### src/rtl/hazard_scoreboard.sv
// hazard_scoreboard: decode-stage issue control tracking in-flight destination registers for RAW/WAW hazards
// Ports: clock/reset_n (sync active-low); issue_* decode request, issue_ready accept;
//   wb_valid/wb_addr retire a pending write; flush drops all in-flight writes;
//   pending_mask scoreboard, inflight_count pending writes, stall_cycles saturating stall count,
//   wb_error sticky flag for writeback to a non-pending register.
module hazard_scoreboard #(
  parameter int MAX_INFLIGHT = 4,
  parameter bit WB_BYPASS = 1'b1,
  parameter int STALL_CNT_W = 16
) (
  input  logic                   clock,
  input  logic                   reset_n,
  input  logic                   issue_valid,
  input  logic [4:0]             issue_rs1,
  input  logic [4:0]             issue_rs2,
  input  logic                   issue_use_rs1,
  input  logic                   issue_use_rs2,
  input  logic [4:0]             issue_rd,
  input  logic                   issue_write_rd,
  output logic                   issue_ready,
  input  logic                   wb_valid,
  input  logic [4:0]             wb_addr,
  input  logic                   flush,
  output logic [31:0]            pending_mask,
  output logic [3:0]             inflight_count,
  output logic [STALL_CNT_W-1:0] stall_cycles,
  output logic                   wb_error
);
  typedef enum logic [1:0] {RUN, STALL, FLUSH} state_t;
  state_t state;
  logic [31:0] wb_bit, rd_bit, eff;
  logic wb_hit, hazard, full, issue;
  always_comb begin
    wb_bit = 32'd1 << wb_addr;
    rd_bit = 32'd1 << issue_rd;
    // bit 0 is never set, so a writeback to x0 never hits
    wb_hit = wb_valid & pending_mask[wb_addr];
    eff = (WB_BYPASS && wb_hit) ? (pending_mask & ~wb_bit) : pending_mask;
    hazard = (issue_use_rs1 & eff[issue_rs1]) | (issue_use_rs2 & eff[issue_rs2]) |
             (issue_write_rd & eff[issue_rd]);
    full = issue_write_rd & (issue_rd != 5'd0) &
           (inflight_count == 4'(MAX_INFLIGHT)) & ~wb_hit;
    issue_ready = (state != FLUSH) & ~flush & ~hazard & ~full;
    issue = issue_valid & issue_ready & issue_write_rd & (issue_rd != 5'd0);
  end
  always_ff @(posedge clock) begin
    if (!reset_n) begin
      state <= RUN;
      pending_mask <= '0;
      inflight_count <= '0;
      stall_cycles <= '0;
      wb_error <= 1'b0;
    end else begin
      if (issue_valid && !issue_ready && stall_cycles != '1)
        stall_cycles <= stall_cycles + 1'b1;
      if (flush) begin
        state <= FLUSH;
        pending_mask <= '0;
        inflight_count <= '0;
      end else begin
        // FLUSH always lasts exactly one flush-free cycle; RUN/STALL follow the stall condition
        state <= (state != FLUSH && issue_valid && !issue_ready) ? STALL : RUN;
        // clear first, then set, so a same-register issue keeps the bit
        pending_mask <= (pending_mask & ~(wb_hit ? wb_bit : 32'd0)) | (issue ? rd_bit : 32'd0);
        inflight_count <= inflight_count + 4'(issue) - 4'(wb_hit);
        if (wb_valid && !wb_hit && wb_addr != 5'd0)
          wb_error <= 1'b1;
      end
    end
  end
endmodule

### config.mk
export PLATFORM = sky130hd
export DESIGN_NAME = hazard_scoreboard
export DESIGN_NICKNAME = d
export VERILOG_FILES = /design/src/rtl/hazard_scoreboard.sv
export SDC_FILE = /design/constraint.sdc
export NUM_CORES = 1
export LEC_CHECK = 0
export CAP_MARGIN = 25
export CORE_AREA = 10 10 106 108
export CTS_CLUSTER_DIAMETER = 30
export DETAILED_ROUTE_END_ITERATION = 10
export DIE_AREA = 0 0 116 118
export HOLD_SLACK_MARGIN = 0.06
export PLACE_DENSITY = 0.82
export SLEW_MARGIN = 40
export SYNTH_ARGS = -nofsm -noshare
export SYNTH_HDL_FRONTEND = slang
export SYNTH_SLANG_ARGS = --single-unit
export TNS_END_PERCENT = 10
### constraint.sdc
create_clock -name clock -period 11.2 [get_ports clock]
set_clock_uncertainty 0.05 [all_clocks]
set_input_delay 2.24 -clock clock [delete_from_list [all_inputs] [get_ports clock]]
set_output_delay 2.24 -clock clock [all_outputs]
set_load 0.01 [all_outputs]
## Yosys cells after proc, flatten, opt, wreduce, memory -nomap -nowiden

Cells that the tools add are included.

- Add/subtract/negate cells: 3
- Magnitude comparators: 4
- Eq/ne operators: 3
- Shifts and indexed selects: 2
- Muxes and demuxes: 13
- Bitwise logic cells: 25
- Reduce and logical (&&, ||, !) cells: 12

Operator list:

| operator | count |
|---|---|
| 32-bit two-way mux | 3 |
| 32-bit AND | 2 |
| 32-bit NOT | 2 |
| 1-bit by 5-bit << shifter with 32-bit output, first input constant | 2 |
| 32-bit OR | 1 |
| 5-bit by 6-bit less-than comparator with 1-bit output, second input constant | 4 |
| 1-bit binary-select mux with 5-bit select | 4 |
| 16-bit by 1-bit adder with 16-bit output, second input constant | 1 |
| 16-bit inequality test, second input constant | 1 |
| 1-bit AND | 13 |
| 5-bit nonzero test | 2 |
| 1-bit logical AND | 6 |
| 1-bit two-way mux | 5 |
| 1-bit NOT | 5 |
| 4-bit by 1-bit adder with 4-bit output | 1 |
| 4-bit by 3-bit equality test with 1-bit output, second input constant | 1 |
| 4-bit by 1-bit subtractor with 4-bit output | 1 |
| 1-bit logical NOT | 2 |
| 2-bit two-way mux | 1 |
| 2-bit inequality test, second input constant | 1 |
| 1-bit OR | 2 |
| 2-bit AND reduction | 1 |
| 2-bit OR reduction | 1 |

- Register bits after elaboration: 55
- Input port bits: 28
- Output and inout port bits: 54
- Word-level logic and storage cells: 68

## Logic depth before layout (Yosys ltp)

- Depth after elaboration: 17
- Mapped depth: 20
- Mapped depth without buffers: 16

## Worst setup path after synthesis

No wires, ideal clock.

- Path kind: input to output
- Start point: input wb_addr[0]
- End point: output issue_ready
- Arrival: 4289 ps
- Data required time: 8910 ps
- Slack: 4621 ps
- Stages on the path: 11
- Buffers on the path: 2
- Path through: buf_2 > or4b_1 > o21ai_1 > mux2_2 > a21oi_1 > o2111ai_1 > o31ai_1 > a32oi_1 > nand3_2 > inv_2 > buf_6

- Word-level cells in the longest chain between the ends: 12
- Elaborated cells on any way between the ends: 24
- Classes of those cells: 1 x shift; 9 x mux; 14 x bitwise

Ends and longest elaborated chain:

| element | line | text |
|---|---|---|
| start, declared | 22 | `input logic [4:0] wb_addr,` |
| 1-bit binary-select mux with 5-bit select / 1-bit by 5-bit << shifter with 32-bit output (equally long branches) | 37, 34 |  |
| 1-bit two-way mux (implied by the code) / 32-bit NOT (equally long branches) | 37, 38 |  |
| 1-bit AND / 32-bit AND (equally long branches) | 37, 38 |  |
| 32-bit two-way mux | 38 | `eff = (WB_BYPASS && wb_hit) ? (pending_mask & ~wb_bit) : pending_mask;` |
| 1-bit binary-select mux with 5-bit select | 39 | `hazard = (issue_use_rs1 & eff[issue_rs1]) \| (issue_use_rs2 & eff[issue_rs2]) \|` |
| 1-bit two-way mux (implied by the code) | 39 |  |
| 1-bit AND | 39 |  |
| 1-bit OR (2 in series) | 39 |  |
| 1-bit NOT | 43 | `issue_ready = (state != FLUSH) & ~flush & ~hazard & ~full;` |
| 1-bit AND | 43 |  |
| 1-bit AND (*) | 43 |  |
| end, declared | 20 | `output logic issue_ready,` |

Mark *: on every way between the ends. The rest lies on a longest branch, timed or not. The select of a mux whose other input is x is not followed.

## Worst setup path in the final report

Ends and elaborated chain as after synthesis.

==> flow_summary_export.csv <==
group,metric,value,unit
worst_hold_path,min_to,"stall_cycles[4]",
routing,vias,5095,
global_route,grtUsageTotal,27.1,%
run,drv_cap,0,
global_route,grt_pass1_vias,5078,
yosys,ys_ff_latch,55,
worst_setup_path,crit_path_start_kind,"input pin",
finish,final_common_cell,"clkdlybuf4s50_1",
finish,final_nets,666,
worst_hold_path,whs_path_depth,2,
cts,cts_tree,"built",
die,core.rowCount,35,
worst_hold_path,min-delay-start,"stall_cycles[4]",
routing,ant_nets,0,
worst_setup_path,path_cells,"clkdlybuf4s50_1 -> nor2_1 -> a22oi_1 -> or3b_1 -> a41oi_2 -> o32ai_1 -> nor4_1 -> and4_1 -> nand3_2 -> inv_2 -> clkdlybuf4s50_1",
global_route,grt_start_max_net_pins,30,
worst_setup_path,worst_ep_arrival_time,6.67,ns
placed_design,dp_hpwl,14.6,mm
global_route,antenna_found_initial,0,
finish,n_fill_cell,872,
timing,report.final.setup_viol,0,
finish,area_delta_synth_final,19.6,%
timing,timing_hold_violations_final,0,
worst_setup_path,cpMostUsedCell,"clkdlybuf4s50_1",
timing,fin_tns_setup,0,ns
routing,drtIter0Drc,619,
status,status,"complete, no violations",
worst_setup_path,cp_max_fo,23,
pwr,power_density,80.0,nW/µm²
timing,min_period,8.96,ns
routing,drcViolationCount,0,
finish,drive_gt1_share,7.44,%
cts,root_buffer,"clkbuf_8",
yosys,synthCells,578,
die,fp.dieW,116,µm
worst_setup_path,crit_type,"input pin to output pin",
worst_hold_path,hp-class,"register to register",
timing,tightestPinTransition,0.856,ns
worst_setup_path,slowest_delay,0.97,ns
global_route,grt-ovfl-total,0,
cts,cts.sinks,55,
yosys,yosys_warnings,0,
yosys,syn-num-nets,613,
pwr,pwr-share-comb,23.0,%
timing,drv_slew,0,
worst_setup_path,r2r-end,"inflight_count[2]",
routing,via_per_inst,6.86,
die,die_h,118,µm
cts,htreeDepth,2,
pwr,max-vdd-ir-drop,0.0597,mV
cts,holdBufCountCts,0,
timing,finalCritPeriodShare,80.0,%
timing,whs,0.445,ns
worst_setup_path,reg2reg_from,"pending_mask[9]",
worst_setup_path,required,8.91,ns
routing,wirelength,19.1,mm
pwr,p_clk_share,30.3,%
routing,drt_first_pass_iters,5,
worst_setup_path,rrSetupSlack,6.72,ns
cts,cts_setup_buffers,0,
cts,clock_path_buffers,2,
worst_setup_path,end_kind,"output pin",
worst_setup_path,crit_start,"wb_addr[0]",
yosys,avgSynthCellArea,7.76,µm²
timing,rsz0062_at_grt,"no",
placed_design,place.gp.congestion,1.00,
pwr,power.leakage,1.80,nW
timing,relSlewSlack,42.8,%
cts,path_clk_slew,0.11,ns
finish,diodes,0,
worst_setup_path,ff2ff_path_depth,16,
pwr,swShare,33.6,%
cts,ctsResizeCount,0,
yosys,synth_enable_flop_cells,0,
die,io_pins,82,
global_route,grt_pass1_wl,29.3,mm
pwr,p_int,285,µW
die,initial_core_util,49.2,%
yosys,synth-seq-area-share,24.5,%
worst_setup_path,cp_slowest_cell,"clkdlybuf4s50_1",
die,die-area,13700,µm²
yosys,async_flop_share,0,%
finish,mostFrequentLayoutCells,"79 x clkdlybuf4s50_1, 74 x nand2_1, 55 x dfxtp_1",
placed_design,portBuffers,81,
routing,wire_per_inst,25.7,µm
pwr,p_sw,144,µW
die,core,9110,µm²
yosys,syn-cell-area,4490,µm²
worst_setup_path,crit_buf_inv,3,
worst_setup_path,path_delay_family,"buffers and inverters",
pwr,seqPwrFrac,46.7,%
yosys,ys_types,84,
timing,max_freq,112,MHz
cts,cts_buffers,5,
cts,clock_latency,0.34,ns
yosys,synth_flop_cell,"dfxtp_1",
==> power by group through the flow <==
stage | Combinational (mW) | Sequential, mW | Clock [mW]
2_1_floorplan | 0.0594 | 0.205 | 0
6_report | 0.0987 | 0.200 | 0.130
4_1_cts | 0.0962 | 0.200 | 0.131
3_3_place_gp | 0.0952 | 0.205 | 0
3_5_place_dp | 0.0957 | 0.205 | 0
5_1_grt | 0.105 | 0.201 | 0.136
==> metal layers <==
metal | share of wire (%) | global-route usage, % | vias to the layer above | wire [µm]
met5 | 0 | 0 | - | 0
met4 | 4.1 | 11.3 | 0 | 785
met3 | 10 | 6.63 | 55 | 1910
met2 | 45 | 42.3 | 336 | 8640
met1 | 41 | 34.4 | 2415 | 7730
li1 | - | - | 2289 | -
==> worst max-delay path by stage <==
stage,endpoint,slack [ns],cells after the start
3_5_place_dp,issue_ready,2.37,11
2_1_floorplan,issue_ready,4.62,11
4_1_cts,issue_ready,2.34,11
6_report,issue_ready,2.24,11
3_3_place_gp,issue_ready,2.35,11
5_1_grt,issue_ready,2.02,11
==> logic make-up after synthesis <==
family | share of synthesized area, %
compound gates | 26.6
fa+ha+maj | 2.12
simple gates | 29.0
flops | 24.5
xor+xnor | 0.586
mux | 10.7
buf+inv | 6.47
==> flip-flops by register name (all words and copies together), names as in the netlist <==
signal          flops
inflight_count      4
wb_error            1
pending_mask       32
stall_cycles       16
state               2
==> metrics by stage <==
stage	instance area, µm²	util, %	setup slack, ns	cells	total power, mW
6_report	5360	58.9	2.24	743	0.429
5_1_grt	5360	58.9	2.02	743	0.442
4_1_cts	5370	58.9	2.34	743	0.428
3_5_place_dp	5270	57.8	2.37	735	0.300
3_3_place_gp	5270	57.8	2.35	735	0.300
2_1_floorplan	4490	-	4.62	578	0.265
==> synth_stat cells (3+ instances only) <==
cell,n,share of area [%]
o211ai_1,9,1.5
a31oi_1,8,1.1
o22ai_2,6,1.7
o21ai_1,12,1.3
nor4_1,4,0.56
buf_6,6,1.5
nand4_1,17,2.4
nor2_1,32,2.7
o22ai_1,16,2.2
xor2_1,3,0.59
ha_1,6,1.7
o21ai_0,17,1.9
nand2_1,74,6.2
buf_1,3,0.25
nand2b_1,19,2.6
o2111ai_1,3,0.59
nand4b_1,5,0.98
a31o_2,3,0.59
mux2_2,5,1.3
or3_1,5,0.70
and2_1,11,1.5
and3_1,10,1.4
a32oi_1,3,0.59
o21a_1,3,0.50
nor2b_1,8,1.1
nor3_1,16,1.8
a211o_1,4,0.78
a21boi_1,4,0.67
o31ai_1,9,1.5
a21o_1,5,0.84
o41ai_1,3,0.59
a21oi_1,13,1.5
inv_1,24,2.0
clkbuf_1,25,2.1
nand3_1,19,2.1
a211oi_1,6,1.0
mux2i_1,38,8.5
or4_1,4,0.67
a22oi_1,3,0.50
a22o_1,3,0.59
dfxtp_1,55,25
buf_2,4,0.45
==> worst reg2reg max path, delay by kind of cell (launching register included) <==
kind / cells / cell delay (ns)
compound gates: 5 / 1.43
simple gates: 3 / 0.85
fa+ha+maj: 3 / 0.84
flops: 1 / 0.53
mux: 2 / 0.41
xor+xnor: 1 / 0.13
buf+inv: 2 / 0.11
==> final cells by class <==
class,count,area (µm²),area share [%]
clock buffers,6,82.6,1.54
well taps,111,139,2.59
flip-flops and latches,55,1100,20.5
repair buffers,84,823,15.4
multi-input cells,459,3100,57.8
inverters,26,97.6,1.82
clock inverters,2,20.0,0.373
Power figures use the tool's default switching activity.
